**src/rtl/mem_port_arb.sv**
```systemverilog
// Arbiter that lets NUM_REQ requestors share one single-port memory. Commands are registered;
// read data is steered back to the issuing requestor by a tag pipeline matched to RD_LAT.
module mem_port_arb #(
  parameter int unsigned NUM_REQ = 2,
  parameter int unsigned ADDR_W  = 32,
  parameter int unsigned DATA_W  = 32,
  parameter int unsigned RD_LAT  = 1,
  parameter bit          RR_MODE = 1'b1
) (
  input  logic                          QClk,
  input  logic                          RstQnnnL,
  input  logic [NUM_REQ-1:0]            ReqValid,
  output logic [NUM_REQ-1:0]            ReqReady,
  input  logic [NUM_REQ-1:0]            ReqWr,
  input  logic [NUM_REQ*ADDR_W-1:0]     ReqAdrs,
  input  logic [NUM_REQ*DATA_W-1:0]     ReqWrData,
  input  logic [NUM_REQ*(DATA_W/8)-1:0] ReqByteEn,
  output logic [NUM_REQ-1:0]            RspValid,
  output logic [DATA_W-1:0]             RspRdData,
  output logic [ADDR_W-1:0]             MemAdrs,
  output logic [DATA_W-1:0]             MemWrData,
  output logic [DATA_W/8-1:0]           MemByteEn,
  output logic                          MemRden,
  output logic                          MemWren,
  input  logic [DATA_W-1:0]             MemRdData
);

  localparam int unsigned BeW  = DATA_W / 8;
  localparam int unsigned IdxW = (NUM_REQ > 1) ? $clog2(NUM_REQ) : 1;

  logic [IdxW-1:0]   last_gnt_q, last_gnt_d;
  logic [IdxW-1:0]   gnt_idx;
  logic              gnt_any;

  logic              sel_wr;
  logic [ADDR_W-1:0] sel_adrs;
  logic [DATA_W-1:0] sel_wdata;
  logic [BeW-1:0]    sel_be;

  logic              mem_rden_q, mem_rden_d;
  logic              mem_wren_q, mem_wren_d;
  logic [ADDR_W-1:0] mem_adrs_q, mem_adrs_d;
  logic [DATA_W-1:0] mem_wdata_q, mem_wdata_d;
  logic [BeW-1:0]    mem_be_q, mem_be_d;
  logic [IdxW-1:0]   cmd_idx_q, cmd_idx_d;

  logic [RD_LAT-1:0]           tag_vld_q, tag_vld_d;
  logic [RD_LAT-1:0][IdxW-1:0] tag_idx_q, tag_idx_d;

  // Index visited at step off of the round-robin search that begins just after base.
  function automatic logic [IdxW-1:0] rr_idx(input logic [IdxW-1:0] base, input int unsigned off);
    int unsigned sum;
    sum = 32'(base) + off + 1;
    return IdxW'(sum % NUM_REQ);
  endfunction

  // Scan from the lowest priority to the highest so the last hit is the winner.
  always_comb begin
    gnt_idx = '0;
    for (int i = NUM_REQ - 1; i >= 0; i--) begin
      if (RR_MODE) begin
        if (ReqValid[rr_idx(last_gnt_q, i)]) begin
          gnt_idx = rr_idx(last_gnt_q, i);
        end
      end else if (ReqValid[i]) begin
        gnt_idx = IdxW'(i);
      end
    end
  end

  assign gnt_any = RstQnnnL && (|ReqValid);

  always_comb begin
    ReqReady = '0;
    for (int i = 0; i < NUM_REQ; i++) begin
      ReqReady[i] = gnt_any && (gnt_idx == IdxW'(i));
    end
  end

  assign sel_wr    = ReqWr[gnt_idx];
  assign sel_adrs  = ReqAdrs[32'(gnt_idx) * ADDR_W +: ADDR_W];
  assign sel_wdata = ReqWrData[32'(gnt_idx) * DATA_W +: DATA_W];
  assign sel_be    = ReqByteEn[32'(gnt_idx) * BeW +: BeW];

  always_comb begin
    mem_rden_d  = gnt_any && !sel_wr;
    mem_wren_d  = gnt_any && sel_wr;
    mem_adrs_d  = mem_adrs_q;
    mem_wdata_d = mem_wdata_q;
    mem_be_d    = mem_be_q;
    cmd_idx_d   = cmd_idx_q;
    last_gnt_d  = last_gnt_q;
    if (gnt_any) begin
      mem_adrs_d  = sel_adrs;
      mem_wdata_d = sel_wdata;
      mem_be_d    = sel_be;
      cmd_idx_d   = gnt_idx;
      if (RR_MODE) begin
        last_gnt_d = gnt_idx;
      end
    end
  end

  // The issued read strobe seeds the tag pipeline, so the last stage lines up with read data.
  always_comb begin
    tag_vld_d    = '0;
    tag_idx_d    = '0;
    tag_vld_d[0] = mem_rden_q;
    tag_idx_d[0] = cmd_idx_q;
    for (int s = 1; s < RD_LAT; s++) begin
      tag_vld_d[s] = tag_vld_q[s-1];
      tag_idx_d[s] = tag_idx_q[s-1];
    end
  end

  always_ff @(posedge QClk or negedge RstQnnnL) begin
    if (!RstQnnnL) begin
      mem_rden_q  <= 1'b0;
      mem_wren_q  <= 1'b0;
      mem_adrs_q  <= '0;
      mem_wdata_q <= '0;
      mem_be_q    <= '0;
      cmd_idx_q   <= '0;
      tag_vld_q   <= '0;
      tag_idx_q   <= '0;
      last_gnt_q  <= IdxW'(NUM_REQ - 1);
    end else begin
      mem_rden_q  <= mem_rden_d;
      mem_wren_q  <= mem_wren_d;
      mem_adrs_q  <= mem_adrs_d;
      mem_wdata_q <= mem_wdata_d;
      mem_be_q    <= mem_be_d;
      cmd_idx_q   <= cmd_idx_d;
      tag_vld_q   <= tag_vld_d;
      tag_idx_q   <= tag_idx_d;
      last_gnt_q  <= last_gnt_d;
    end
  end

  always_comb begin
    RspValid = '0;
    for (int i = 0; i < NUM_REQ; i++) begin
      RspValid[i] = tag_vld_q[RD_LAT-1] && (tag_idx_q[RD_LAT-1] == IdxW'(i));
    end
  end

  assign RspRdData = MemRdData;
  assign MemRden   = mem_rden_q;
  assign MemWren   = mem_wren_q;
  assign MemAdrs   = mem_adrs_q;
  assign MemWrData = mem_wdata_q;
  assign MemByteEn = mem_be_q;

  a_strobe_excl : assert property (@(posedge QClk) disable iff (!RstQnnnL)
    !(MemRden && MemWren));
  a_grant_onehot : assert property (@(posedge QClk) disable iff (!RstQnnnL)
    $onehot0(ReqReady));

endmodule
```
**config.mk**
```make
export PLATFORM = sky130hd
export DESIGN_NAME = mem_port_arb
export DESIGN_NICKNAME = d
export VERILOG_FILES = /design/src/rtl/mem_port_arb.sv
export SDC_FILE = /design/constraint.sdc
export NUM_CORES = 1
export LEC_CHECK = 0
export BUFFER_PORTS_ARGS = -buffer_cell sky130_fd_sc_hd__buf_2
export CAP_MARGIN = 20
export CORE_AREA = 2 2 110 112
export CTS_CLUSTER_SIZE = 8
export DETAILED_ROUTE_END_ITERATION = 16
export DIE_AREA = 0 0 112 114
export PLACE_DENSITY_LB_ADDON = 0.25
export SYNTH_ARGS = -nofsm -noshare
export SYNTH_HDL_FRONTEND = slang
export SYNTH_SLANG_ARGS = --single-unit
```
**constraint.sdc**
```tcl
create_clock -name QClk -period 2.1 [get_ports QClk]
set_input_delay 0.42 -clock QClk [delete_from_list [all_inputs] [get_ports QClk]]
set_output_delay 0.42 -clock QClk [all_outputs]
set_load 0.1 [all_outputs]
```
==> results of run 1 <==
## through the flow
step | worst slack (ps) | power (W) | utilization [%] | instance area (sq um)
after detailed placement | 351 | 0.00414 | 37.9 | 4440
final | 291 | 0.00555 | 40.4 | 4730
after global placement | 388 | 0.00413 | 37.9 | 4440
after global routing | 247 | 0.00579 | 40.4 | 4730
after CTS | 271 | 0.00563 | 40.4 | 4730
after floorplan | 289 | 0.00394 | - | 3480
## cell type report
cell class                 count  area share, %
clock buffer                  14           5.80
clock inverter                 2          0.212
multi-input combinational    150           26.0
sequential                    74           39.2
tap                          147           3.89
timing repair buffer         224           24.9
## state kept, by name (all words and copies together), names as in the netlist
register	count
MemRden	1
last_gnt_q	1
MemWren	1
tag_idx_q	1
tag_vld_q	1
MemByteEn	4
MemWrData	32
cmd_idx_q	1
MemAdrs	32
## per-layer routing
layer	share of wire (%)	vias to the layer above	global-route usage [%]
met2	49	142	24.8
met5	0	-	0
li1	-	1368	-
met1	41	1403	19.0
met3	7.9	15	4.94
met4	1.5	0	5.61
## layout by cell type (no fill, tap or decap), types with 2 or more instances in the layout
| cell | synthesis | final |
|---|---|---|
| a21o_1 | 2 | 2 |
| a221o_1 | 68 | 68 |
| and2_1 | 70 | 69 |
| buf_12 | 0 | 2 |
| buf_2 | 1 | 212 |
| buf_4 | 32 | 10 |
| clkbuf_1 | 11 | 2 |
| clkbuf_16 | 0 | 9 |
| clkbuf_8 | 0 | 3 |
| clkinv_2 | 0 | 2 |
| dfrtp_1 | 73 | 73 |
## power breakdown
| part | internal, W | switching, W |
|---|---|---|
| combinational | 0.000479 | 0.00188 |
| clock | 0.000893 | 0.000556 |
| sequential | 0.00164 | 0.000104 |
## worst max path at each step
stage	start	to	slack (ps)	cells past startpoint
final	last_gnt_q	ReqReady[0]	290	3
after global placement	ReqValid[1]	MemAdrs[31]	390	5
after detailed placement	ReqValid[1]	MemAdrs[23]	350	5
after global routing	last_gnt_q	ReqReady[0]	250	3
after CTS	last_gnt_q	ReqReady[0]	270	3
after floorplan	last_gnt_q	ReqReady[0]	290	4
## cell families after synthesis
| logic type | count (synthesis) | synth area share, % |
|---|---|---|
| buffers and inverters | 55 | 11.8 |
| AOI/OAI and AO/OA | 74 | 20.8 |
| and+or+nand+nor | 76 | 14.1 |
| DFF | 74 | 53.3 |
==> flow_summary.json, run 1 <==
{
  "status": "complete, no violations",
  "tns_ps": 0,
  "synth_edf_count": 0,
  "cts_buffer_depth": 2,
  "drcViolationCount": 0,
  "synth_top_area_share_pct": 52.5,
  "required_ps": 1680,
  "postCtsSetupRepairBufs": 0,
  "crit_fanout": 3,
  "cts_buffers": 9,
  "row_count": 40,
  "overflow": 0,
  "cp_num_buf_inv": 1,
  "routed_wl_um": 9860,
  "clk_pin_slew_ps": 60,
  "finalClockSkew_ps": 3.30,
  "antenna_found_initial": 0,
  "ys_seq_area_share_pct": 53.3,
  "synth.area.top_cells": "dfrtp_1 53%, a221o_1 20%, and2_1 13%, buf_4 6.9%, buf_6 3.6%",
  "post_route_cells_drive_above_1_share_pct": 52.6,
  "wl_per_cell_um": 16.1,
  "rsz0062_at_grt": "no",
  "ys_warn_count": 0,
  "syn_area_per_cell_sq_um": 12.5,
  "synthTopCellsByCount": "73 x dfrtp_1, 70 x and2_1, 68 x a221o_1",
  "insertion_delay_ps": 330,
  "crit_path_end_kind": "output port",
  "viasPerCell": 4.79,
  "max_freq_mhz": 553,
  "synth_area_sq_um": 3480,
  "period_share_pct": 86.1,
  "whs_ps": 135,
  "io_buffers": 215,
  "dp.cells": 595,
  "antennaDiodeCount": 0,
  "dp_hpwl_um": 7070,
  "ir_drop_mv": 0.487,
  "via_count": 2928,
  "synth-seq-cells": 74,
  "multi_input_area_sq_um": 1230,
  "slowest_stage": "dfstp_2",
  "crit_arrival_ps": 1390,
  "setup_viol_count_final": 0,
  "fill_cells": 1146,
  "die_w_um": 112,
  "ant_nets": 0,
  "async_flop_share_pct": 100,
  "cp_top_family": "flip-flops",
  "grt_pass1_wl_um": 15400,
  "grt_pass1_vias": 3003,
  "regArea_sq_um": 1850,
  "r2r_start": "last_gnt_q",
  "hold_path_class": "in -> async",
  "core_area_sq_um": 11700,
  "reg2reg_slack_ps": 450,
  "tightest_slew_ps": 723,
  "p_per_area_nw_per_um2": 1180,
  "cpPeakStageDelay_ps": 540,
  "r2r-end": "MemWrData[25]",
  "critPathKind": "reg -> out",
  "syn_inst": 279,
  "die_area_sq_um": 12800,
  "drt_iter0_markers": 168,
  "synth_top_cell_by_area": "dfrtp_1",
  "crit_path_start_kind": "register",
  "rr_worst_depth": 4,
  "drv_slew": 0,
  "clkSinkCount": 74,
  "grt_max_degree": 56,
  "htreeDepth": 3,
  "slew_headroom_pct": 51.8,
  "fin_nets": 633,
  "ys_types": 18,
  "syn-num-nets": 453,
  "drtPass1Iterations": 4,
  "die_y_um": 114,
  "stdcell_count": 611,
  "period_minus_slack_ps": 1810,
  "cts_root_buffer": "clkbuf_16",
  "ctsResizeCount": 0,
  "cap_violations": 0,
  "grt.total_usage_pct": 15.2,
  "num_io_pins": 280,
  "syn2layout_area_growth_pct": 35.9,
  "cp_cell_sequence": "nand2b_4 -> and3_4 -> buf_12",
  "hold_viol": 0,
  "power.leakage_nw": 2.45,
  "yosysMostFrequentCell": "dfrtp_1",
  "initial_utilization_pct": 29.7,
  "place_congestion": 0.738,
  "cts_hold_buf": 0,
  "synth_ff_type": "dfrtp_1",
  "cts_tree": "done"
}
No activity file was read; power rests on OpenSTA's default activity.
==> run 2: changes to the inputs <==
Settings changed: ABC_AREA set to 1, CORE_AREA 2 2 110 112 to 2 2 109 111, DIE_AREA 0 0 112 114 to 0 0 111 113.
==> run 2 against run 1 <==
Against the previous run: synthesized cell count increased by 61%; sequential share of layout area decreased by 2.3 points; die area decreased by 1.8%; combinational power increased by 4%; via count increased by 36%; critical path depth increased by 2; clock-buffer cell count decreased by 5; final cell count increased by 24%; clock power about the same; register-to-register slack got worse by 30 ps; sequential cell count unchanged; largest power group unchanged.
==> flow_summary.json, run 2 <==
{
  "status": "complete, no violations",
  "comb_power_share_pct": 43.4,
  "required_ps": 1680,
  "cts_root_buffer": "clkbuf_16",
  "insertion_delay_ps": 330,
  "hold_path_class": "in -> async",
  "viasPerCell": 5.25,
  "ys_warn_count": 0,
  "postCtsSetupRepairBufs": 0,
  "crit_fanout": 22,
  "ys_types": 19,
  "drt_iter0_markers": 198,
  "core_area_sq_um": 11300,
  "synth_ff_type": "dfrtp_1",
  "crit_arrival_ps": 1530,
  "syn_area_per_cell_sq_um": 8.53,
  "slew_headroom_pct": 47.9,
  "cts_hold_buf": 0,
  "ys_seq_area_share_pct": 48.5,
  "clkSinkCount": 74,
  "antenna_found_initial": 0,
  "p_per_area_nw_per_um2": 1120,
  "routed_wl_um": 12300,
  "tns_ps": 0,
  "final_common_cell": "buf_2",
  "antennaDiodeCount": 0,
  "grt_pass1_vias": 3914,
  "synth_top_area_share_pct": 47.8,
  "period_share_pct": 93.0,
  "cap_violations": 0,
  "drcViolationCount": 0,
  "rsz0062_at_grt": "no",
  "wl_per_cell_um": 16.3,
  "ctsResizeCount": 0,
  "grt_max_degree": 112,
  "grt.total_usage_pct": 19.3,
  "syn2layout_area_growth_pct": 31.2,
  "initial_utilization_pct": 33.9,
  "pwr-share-clk_pct": 25.4,
  "synth_edf_count": 0,
  "p_int_w": 0.00285,
  "drv_slew": 0,
  "die_y_um": 113,
  "seq_power_share_pct": 31.2,
  "place_congestion": 0.774,
  "syn-num-nets": 622,
  "clk_pin_slew_ps": 60,
  "power_w": 0.00564,
  "yosysMostFrequentCell": "nand3_1",
  "dp_hpwl_um": 8310,
  "htreeDepth": 3,
  "fin_nets": 782,
  "synth-seq-cells": 74,
  "synth_area_sq_um": 3820,
  "ant_nets": 0,
  "max_freq_mhz": 512,
  "ir_drop_mv": 0.441,
  "finalClockSkew_ps": 4.92,
  "drtPass1Iterations": 4,
  "post_route_cells_drive_above_1_share_pct": 40.8,
  "synth.area.top_cells": "dfrtp_1 48%, nand3_1 18%, nand4_1 11%, nand2_1 7.6%, buf_4 7.3%",
  "setup_viol_count_final": 0,
  "io_buffers": 215,
  "reg2reg_slack_ps": 420,
  "synthTopCellsByCount": "136 x nand3_1, 77 x nand2_1, 73 x dfrtp_1",
  "num_io_pins": 280,
  "critPathKind": "reg -> out",
  "crit_path_end_kind": "output port",
  "syn_inst": 448,
  "crit_path_start_kind": "register",
  "die_w_um": 111,
  "cts_buffer_depth": 2,
  "power.leakage_nw": 2.62,
  "swShare_pct": 49.4,
  "p_switching_w": 0.00279,
  "layout.cells.most_common_list": "212 x buf_2, 136 x nand3_1, 77 x nand2_1",
  "hold_viol": 0,
  "row_count": 39,
  "via_count": 3968,
  "die_area_sq_um": 12500,
  "tightest_slew_ps": 781,
  "cts_buffers": 9,
  "period_minus_slack_ps": 1950,
  "overflow": 0,
  "grt_pass1_wl_um": 19700,
  "async_flop_share_pct": 100,
  "cts_tree": "done",
  "synth_top_cell_by_area": "dfrtp_1"
}
## run 2: cell count changes after synthesis, moves of 8 or more
cell,change
a221o_1,-68
and2_1,-70
buf_2,+23
buf_6,-8
nand2_1,+77
nand3_1,+136
nand4_1,+68
## run 2: power groups by stage
stage / combinational, W / sequential (W) / clock [W]
after floorplan: 0.000722 / 0.00328 / 0
after global placement: 0.00244 / 0.00178 / 0
after detailed placement: 0.00246 / 0.00178 / 0
after CTS: 0.00246 / 0.00176 / 0.00149
after global routing: 0.00255 / 0.00178 / 0.00155
final: 0.00245 / 0.00176 / 0.00143
## run 2: final cells by class
cell class / count / area, sq um
fill: 1139 / 6260
sequential: 74 / 1850
multi-input combinational: 292 / 1480
timing repair buffer: 225 / 1200
clock buffer: 9 / 225
tap: 143 / 179
clock inverter: 7 / 53.8
inverter: 6 / 22.5
## run 2: kinds of logic after synthesis
kind of cell           share of synthesized area (%)
flip-flops                                      48.5
AND/OR/NAND/NOR                                 37.9
buffers and inverters                           13.1
AO/OA/AOI/OAI                                  0.556
## run 2: worst paths after layout
| kind | cells after the start | end | from |
|---|---|---|---|
| setup reg to reg | 5 | MemWrData[30] | last_gnt_q |
| setup / recovery | 5 | ReqReady[0] | last_gnt_q |
| hold / removal | 2 | MemAdrs[3] | RstQnnnL |
| hold reg to reg | 0 | tag_vld_q | MemRden |
| max in group asynchronous | 2 | MemWrData[28] | RstQnnnL |
| min in group QClk | 3 | MemWrData[23] | ReqWrData[23] |
## run 2: per-stage QoR
stage | instances | worst slack [ps] | hold WS (ps) | cell area, sq um | util, %
2_1_floorplan | 448 | 39.3 | 124 | 3830 | -
3_3_place_gp | 740 | 362 | 358 | 4730 | 41.9
3_5_place_dp | 740 | 304 | 364 | 4730 | 41.9
4_1_cts | 756 | 59.3 | 186 | 5000 | 44.4
5_1_grt | 756 | 34.6 | 197 | 5010 | 44.5
6_report | 756 | 148 | 187 | 5010 | 44.5
## run 2: routing by layer
layer	vias to the layer above	wire, um	GRT usage [%]
li1	1868	-	-
met1	1896	5170	24.1
met2	182	5860	31.3
met3	22	1020	6.48
met4	0	255	7.17
met5	-	0	0
## run 2: critical path, stage by stage (launching register included)
cell and delay, ps:
dfstp_2 540, nand2_2 90, nand2_8 160, inv_1 90, nor2_2 130, buf_12 190
